$ cat src/rtl/instruction_fetch.sv
// instruction_fetch: holds the PC, issues single-word reads to instruction memory,
// buffers one fetched word and hands it to the decoder over valid/ready.
// Control-transfer redirects squash any in-flight fetch.
// Optional feature macro: STALL_COUNT_EN adds o_stall_count, a saturating count of
// cycles in which a buffered instruction waits on the decoder.
//
// state | meaning
// REQ   | o_imem_req is high this cycle (right after reset it is low; that cycle raises it)
// WAIT  | request outstanding, capture the word on rvalid
// HOLD  | word buffered, waiting for the decoder to accept it
// DRAIN | squashed request outstanding, its response is thrown away
module instruction_fetch #(
  parameter logic [31:0] RESET_PC = 32'h0000_0000,
  parameter logic [31:0] PC_STEP  = 32'd4
) (
  input  logic        i_clk,
  input  logic        i_reset,
  output logic        o_imem_req,
  output logic [31:0] o_imem_addr,
  input  logic        i_imem_rvalid,
  input  logic [31:0] i_imem_rdata,
  output logic [31:0] o_instr_out,
  output logic [31:0] o_instr_pc,
  output logic        o_instr_valid,
`ifdef STALL_COUNT_EN
  output logic [31:0] o_stall_count,
`endif
  input  logic        i_instr_ready,
  input  logic        i_redirect,
  input  logic [1:0]  i_redirect_sel,
  input  logic [31:0] i_redirect_pc_base,
  input  logic [15:0] i_redirect_imm,
  input  logic [25:0] i_redirect_addr,
  input  logic [31:0] i_redirect_reg
);

  typedef enum logic [1:0] {
    S_REQ   = 2'd0,
    S_WAIT  = 2'd1,
    S_HOLD  = 2'd2,
    S_DRAIN = 2'd3
  } state_t;

  state_t      r_state;
  logic [31:0] r_pc;
  logic        r_imem_req;
  logic [31:0] r_imem_addr;
  logic [31:0] r_instr_out;
  logic [31:0] r_instr_pc;
  logic        r_instr_valid;

  logic        w_redirect_take;
  logic [31:0] w_seq_pc;
  logic [31:0] w_target;

  assign w_redirect_take = i_redirect && (i_redirect_sel != 2'b11);
  assign w_seq_pc        = i_redirect_pc_base + 32'd4;

  // Redirect target; the low two bits of a jr register are dropped to stay word aligned.
  always_comb begin
    w_target = w_seq_pc + {{14{i_redirect_imm[15]}}, i_redirect_imm, 2'b00};
    case (i_redirect_sel)
      2'b01:   w_target = {w_seq_pc[31:28], i_redirect_addr, 2'b00};
      2'b10:   w_target = i_redirect_reg & 32'hFFFF_FFFC;
      default: w_target = w_seq_pc + {{14{i_redirect_imm[15]}}, i_redirect_imm, 2'b00};
    endcase
  end

  // Fetch FSM. The request strobe is registered: every transition into REQ raises it
  // together with the address, so the request is visible for the whole REQ cycle.
  always_ff @(posedge i_clk or posedge i_reset) begin
    if (i_reset) begin
      r_state       <= S_REQ;
      r_pc          <= RESET_PC;
      r_imem_req    <= 1'b0;
      r_imem_addr   <= 32'd0;
      r_instr_out   <= 32'd0;
      r_instr_pc    <= 32'd0;
      r_instr_valid <= 1'b0;
    end else begin
      r_imem_req <= 1'b0;
      if (w_redirect_take) begin
        r_pc          <= w_target;
        r_instr_valid <= 1'b0;
        case (r_state)
          S_REQ: begin
            if (r_imem_req) begin
              r_state <= S_DRAIN;
            end else begin
              // first cycle after reset: nothing issued yet, so fetch the target directly
              r_imem_req  <= 1'b1;
              r_imem_addr <= w_target;
            end
          end
          S_WAIT: begin
            if (i_imem_rvalid) begin
              r_state     <= S_REQ;
              r_imem_req  <= 1'b1;
              r_imem_addr <= w_target;
            end else begin
              r_state <= S_DRAIN;
            end
          end
          default: begin
            r_state     <= S_REQ;
            r_imem_req  <= 1'b1;
            r_imem_addr <= w_target;
          end
        endcase
      end else begin
        case (r_state)
          S_REQ: begin
            if (r_imem_req) begin
              r_state <= S_WAIT;
            end else begin
              r_imem_req  <= 1'b1;
              r_imem_addr <= r_pc;
            end
          end
          S_WAIT: begin
            if (i_imem_rvalid) begin
              r_instr_out   <= i_imem_rdata;
              r_instr_pc    <= r_pc;
              r_instr_valid <= 1'b1;
              r_pc          <= r_pc + PC_STEP;
              r_state       <= S_HOLD;
            end
          end
          S_HOLD: begin
            if (r_instr_valid && i_instr_ready) begin
              r_instr_valid <= 1'b0;
              r_state       <= S_REQ;
              r_imem_req    <= 1'b1;
              r_imem_addr   <= r_pc;
            end
          end
          default: begin
            if (i_imem_rvalid) begin
              r_state     <= S_REQ;
              r_imem_req  <= 1'b1;
              r_imem_addr <= r_pc;
            end
          end
        endcase
      end
    end
  end

  assign o_imem_req    = r_imem_req;
  assign o_imem_addr   = r_imem_addr;
  assign o_instr_out   = r_instr_out;
  assign o_instr_pc    = r_instr_pc;
  assign o_instr_valid = r_instr_valid;

`ifdef STALL_COUNT_EN
  logic [31:0] r_stall_count;

  // Count decoder back-pressure cycles, saturating at all ones.
  always_ff @(posedge i_clk or posedge i_reset) begin
    if (i_reset) begin
      r_stall_count <= 32'd0;
    end else if (r_instr_valid && !i_instr_ready && (r_stall_count != 32'hFFFF_FFFF)) begin
      r_stall_count <= r_stall_count + 32'd1;
    end
  end

  assign o_stall_count = r_stall_count;
`endif

endmodule

$ cat config.mk
export PLATFORM = sky130hd
export DESIGN_NAME = instruction_fetch
export DESIGN_NICKNAME = d
export VERILOG_FILES = /design/src/rtl/instruction_fetch.sv
export SDC_FILE = /design/constraint.sdc
export NUM_CORES = 1
export LEC_CHECK = 0
export CAP_MARGIN = 10
export CORE_MARGIN = 5
export CORE_UTILIZATION = 49
export DETAILED_ROUTE_END_ITERATION = 10
export PLACE_DENSITY = 0.8
export SLEW_MARGIN = 20
export SYNTH_ARGS = -nofsm -noshare
export SYNTH_HDL_FRONTEND = slang
export SYNTH_SLANG_ARGS = --single-unit
$ cat constraint.sdc
create_clock -name i_clk -period 5.5 [get_ports i_clk]
set_input_delay 1.1 -clock i_clk [delete_from_list [all_inputs] [get_ports i_clk]]
set_output_delay 1.1 -clock i_clk [all_outputs]
set_load 0.02 [all_outputs]
# After elaboration in Yosys (flattened, before gate mapping)
# Index checks and enable logic that the tools add are counted.
# word_totals
regBits,132
latchBits,0
mem_bits_rw,0
rom_bits,0
input_bits,145
out_inout_bits,98
n_memories,0
# classes
addsub,3
multipliers,0
n_div,0
order_cmp,0
n_eq_ne,11
n_shift,0
n_mux,31
bitwise_logic,1
reduce_logical,12
# ops
operator,n
$mux W32,9
$pmux W32 S2,2
$pmux W32 S3,1
$add A32 B3 Y32 const B,2
$add A32 B32 Y32,1
$mux W2,7
$ne A2 B2 Y1 const B,5
$mux W1,7
$ne A3 B3 Y1 const B,2
$pmux W2 S3,1
$reduce_and A3 Y1,2
$reduce_and A5 Y1,1
$eq A2 B1 Y1 const B,2
$eq A2 B2 Y1 const B,2
$pmux W1 S2,2
$pmux W2 S2,1
$reduce_and A4 Y1,1
$reduce_bool A2 Y1,2
$reduce_bool A4 Y1,1
$pmux W1 S3,1
$reduce_bool A3 Y1,1
$logic_and A1 B1 Y1,2
$logic_not A2 Y1,1
$reduce_and A2 Y1,1
$not A1 Y1,1

# Depth between registers and ports, before layout
# logic_depth
word_depth,6
depth_mapped,17
mapped_depth_nobuf,16

# Worst setup path before layout
# OpenSTA, ideal clock, no wires.
# synth_timing
path_kind,input -> register
startpoint,in i_redirect_pc_base[7]
endpoint,reg r_imem_addr[28] (netlist: o_imem_addr[28])
setup_time_ns,0.126
arrival_time_ns,4.236
slack_ns,1.138
path_stages,17
path_buffers,3
cell_sequence,and4_1 -> and3_1 -> clkbuf_1 -> inv_1 -> nor2_1 -> nand3_1 -> xnor2_1 -> ha_1 -> clkbuf_1 -> nand4_1 -> o211ai_1 -> or3_1 -> buf_2 -> o2111a_1 -> or4_1 -> a31oi_1 -> o21ai_1
# synth_between
elab_chain_len,6
word_cells_on_any_way,7
cone_classes,add/sub (2); mux (5)
# synth_rtl
item,line_no,source
start: declaration,31,"input logic [31:0] i_redirect_pc_base,"
$add A32 B3 Y32 *,57,assign w_seq_pc = i_redirect_pc_base + 32'd4;
$add A32 B32 Y32,65,"default: w_target = w_seq_pc + {{14{i_redirect_imm[15]}}, i_redirect_imm, 2'b00};"
$pmux W32 S2 *,62,case (i_redirect_sel)
"$mux W32, on equally long branches","96, 87",
$pmux W32 S2 *,85,case (r_state)
$mux W32 *,82,if (w_redirect_take) begin
end signal: assignment,92,r_imem_addr <= w_target;
end signal: assignment,99,r_imem_addr <= w_target;
end signal: assignment,107,r_imem_addr <= w_target;
end: declaration,47,logic [31:0] r_imem_addr;
# Mark *: on every way between the ends. The rest lies on a longest branch, timed or not. The select of a mux whose other input is x is not followed.
# A chain may end at the register's enable or synchronous reset.

# Worst setup path in the final report
# layout_timing
startpoint,in i_redirect_pc_base[6]
endpoint,reg r_imem_addr[28] (netlist: o_imem_addr[28])
# The elaborated chain is that of the path after synthesis.

==> Flow_metrics.wiki <==
{| class="wikitable"
! Metric !! Value
|-
| CTS tree || done
|-
| Hold Worst Slack || 0.480 ns
|-
| Number of warnings issued by yosys || 0
|-
| Shortest period the worst path allows || 4.77 ns
|-
| Number of synthesized flops with an enable pin || 0
|-
| Maximum achievable frequency || 210 MHz
|-
| Input/output buffers || 240
|-
| Count of buffers added by post-CTS timing repair for setup || 0
|-
| Result of the run || completed
|-
| Mapped Cells || 934
|-
| Total power divided by cell area || 434 nW/um^2
|-
| Classification of the worst setup path || in -> reg
|-
| Pin count of the biggest net entering global routing || 81
|-
| Slowest cell delay on critical path || 0.55 ns
|-
| Number of top-level pins || around 240
|-
| Drt first pass iters || 5
|-
| Proportion of register bits with asynchronous set or reset after synthesis || 1.00
|-
| Number of core rows || 48
|-
| Global placement routability congestion || 0.905
|-
| Number of H-tree levels || 4
|-
| Type of the most critical hold path || reg -> reg
|-
| Period utilization || 0.868
|-
| Worst-Margin Slew || 0.971 ns
|-
| Clock sinks || 132
|-
| Count of maximum capacitance violations || 0
|-
| Critical path endpoint category || flip-flop
|-
| Worst ir drop on vdd || 0.319 mV
|-
| Wire length reported by the detailed router || 26.1 mm
|-
| Chip Height || 142 um
|-
| Hold buffer count at cts || 0
|-
| Ant. Diodes || 0
|-
| Startpoint kind of the worst setup timing path || primary input
|-
| Required arrival time at the worst endpoint || 5.79 ns
|-
| Fraction of layout instances using a drive strength above 1 || 0.105
|-
| Headroom to the max-slew limit || 0.353
|-
| Max-slew violation count || 0
|-
| Avg Cell Area, Syn || 9.19 um^2
|-
| Master cell of the clock root buffer || sky130_fd_sc_hd__clkbuf_16
|-
| Final Hold Violating Endpoints || 0
|-
| DR WL/cell || ~19 um
|-
| Maximum root-to-sink buffer count || 2
|-
| Largest fanout on the critical path || 6
|-
| Crit path DAT || 5.06 ns
|-
| HPWL reported at the end of detailed placement || 19.6 mm
|-
| Via count || between 8k and 9k
|-
| Vias in the first global route || 8003
|-
| Synthesized netlist net count || 1119
|-
| Commonest register cell after synthesis || sky130_fd_sc_hd__dfrtp_1
|-
| Most common library cell in the layout ignoring fill and taps || sky130_fd_sc_hd__clkdlybuf4s50_1
|-
| Die X-Extent || 142 um
|-
| Gr ovfl total || 0
|-
| Number of nets with antenna violations after detailed routing || 0
|-
| Max stage delay cell, worst path || sky130_fd_sc_hd__clkdlybuf4s50_1
|-
| Cell-by-cell trace of the critical path || clkdlybuf4s50_1, and4_1, and3_1, buf_4, and2_1, nor2b_1, xnor2_1, ha_1, nand4_1, o211ai_1, or3_1, o2111a_1, or4_1, a31oi_1, o21ai_1
|-
| Reported leakage power || 0.00487 uW
|-
| Count of different cell masters after synthesis || 62
|-
| # nets final || roughly 1.3k
|-
| Post-Syn Area || 8580 um^2
|-
| Clock-pin slew on the worst setup and hold paths || 0.05 ns
|-
| Violation count after the first detailed-routing iteration || 481
|-
| Commonest non-fill, non-tap cells in the layout || sky130_fd_sc_hd__clkdlybuf4s50_1, sky130_fd_sc_hd__dfrtp_1, sky130_fd_sc_hd__nand2_1
|-
| Final worst clock skew || 0.00911 ns
|-
| RSZ-0062 raised after global routing || no
|-
| Effective utilization at floorplan || 0.498
|-
| PostCTS Resize Cnt || 0
|-
| Insertion delay of the later-clocked pin in the worst-skew pair || 0.41 ns
|-
| Die ar. || between 20000 and 25000 um^2
|-
| Routed vias/inst || slightly below 6
|-
| Global-route wire length before repair || 41.3 mm
|-
| Relative area change from synthesis to final layout || 37.2%
|-
| Sequential-to-total area share from yosys stat || 0.385
|-
| Final routed DRC violation total || 0
|-
| Initial antenna violation count || 0
|-
| Num CTS Buffers || 17
|-
| Layout fillers || 1369
|-
| Area of the core region || 17200 um^2
|-
| Flip-flop and latch count after synthesis || 132
|-
| Utilization after layout || 0.683
|-
| GR Util All Layers || 0.252
|-
| Setup TNS after final layout || 0 ns
|-
| Final count of negative-setup-slack endpoints || 0
|}
through the flow:
| stage | total power [uW] | std cells | cell area (um^2) | setup WS (ns) |
|---|---|---|---|---|
| 3_5_place_dp | 4030 | 1358 | 11200 | 0.299 |
| 5_1_grt | 5390 | 1390 | 11800 | 0.415 |
| 2_1_floorplan | 2910 | 934 | 8580 | 0.874 |
| 6_report | 5120 | 1390 | 11800 | 0.728 |
| 4_1_cts | 5150 | 1390 | 11800 | 0.742 |
| 3_3_place_gp | 3960 | 1358 | 11200 | 0.390 |
registers in the layout, summed over array words and instances (netlist names):
register,cells
o_instr_valid,1
o_instr_pc,32
o_instr_out,32
o_imem_addr,32
o_imem_req,1
r_state,2
r_pc,32
cell type report:
| cell class | instances | area (um^2) | area share |
|---|---|---|---|
| Timing Repair Buffer | 256 | 2530 | 0.215 |
| Clock inverter | 9 | 103 | 0.00871 |
| Inverter | 15 | 58.8 | 0.00499 |
| Sequential cell | 132 | 3300 | 0.280 |
| Clock buffer | 23 | 478 | 0.0406 |
| Tap cell | 225 | 282 | 0.0239 |
| Multi-Input combinational cell | 730 | 5020 | 0.426 |
routing by layer:
metal	global-route usage	vias to the layer above	wire length (um)
met5	0	-	0
met4	0.0715	0	548
met3	0.0558	35	2020
met2	0.414	344	12200
met1	0.338	3893	11300
li1	-	3872	-
critical path: cells and delay by family:
family | cells | cell delay [ns]
AO/OA/AOI/OAI | 4 | 0.84
buffers and inverters | 2 | 0.70
XOR/XNOR | 1 | 0.13
AND/OR/NAND/NOR | 7 | 1.99
adder cells (fa/ha/maj) | 1 | 0.31
synth_stat cells (all sizes together), types with 18 or more instances:
cell / n / area share
a21o: 18 / 0.016
a21oi: 73 / 0.044
clkbuf: 47 / 0.021
dfrtp: 132 / 0.38
ha: 39 / 0.057
mux2: 67 / 0.088
nand2: 88 / 0.038
nand3: 35 / 0.020
nor2: 63 / 0.028
o21ai: 63 / 0.037
xnor2: 33 / 0.034
xor2: 23 / 0.023
power breakdown:
part,total (uW),internal (uW),switching (uW)
sequential,1640,1370,273
combinational,2380,1140,1230
clock,1100,699,398
total,5120,3210,1910
worst paths after layout:
check / startpoint / to / slack (ns) / depth (start not counted)
hold / removal: o_imem_addr[5]$_DFFE_PP0P_ / o_imem_addr[5]$_DFFE_PP0P_ / 0.48 / 2
setup reg to reg: r_state[1]$_DFFE_PP0P_ / o_imem_addr[31]$_DFFE_PP0P_ / 2.49 / 8
min in group asynchronous: i_reset / o_instr_out[15]$_DFFE_PP0P_ / 1.27 / 2
hold reg to reg: o_imem_addr[5]$_DFFE_PP0P_ / o_imem_addr[5]$_DFFE_PP0P_ / 0.48 / 2
setup / recovery: i_redirect_pc_base[6] / o_imem_addr[28]$_DFFE_PP0P_ / 0.73 / 15
max in group asynchronous: i_reset / o_instr_pc[1]$_DFFE_PP0P_ / 3.25 / 3
cells by family (layout without fill, tap and decap cells):
kind of cell,count (synthesis),count (layout),share of synthesized area
AO/OA/AOI/OAI,276,276,0.209
XOR/XNOR,57,57,0.0599
adder cells (fa/ha/maj),40,40,0.0592
buffers and inverters,72,303,0.0329
AND/OR/NAND/NOR,287,287,0.163
multiplexers,70,70,0.0914
flip-flops,132,132,0.385
Power figures use the tool's default switching activity.
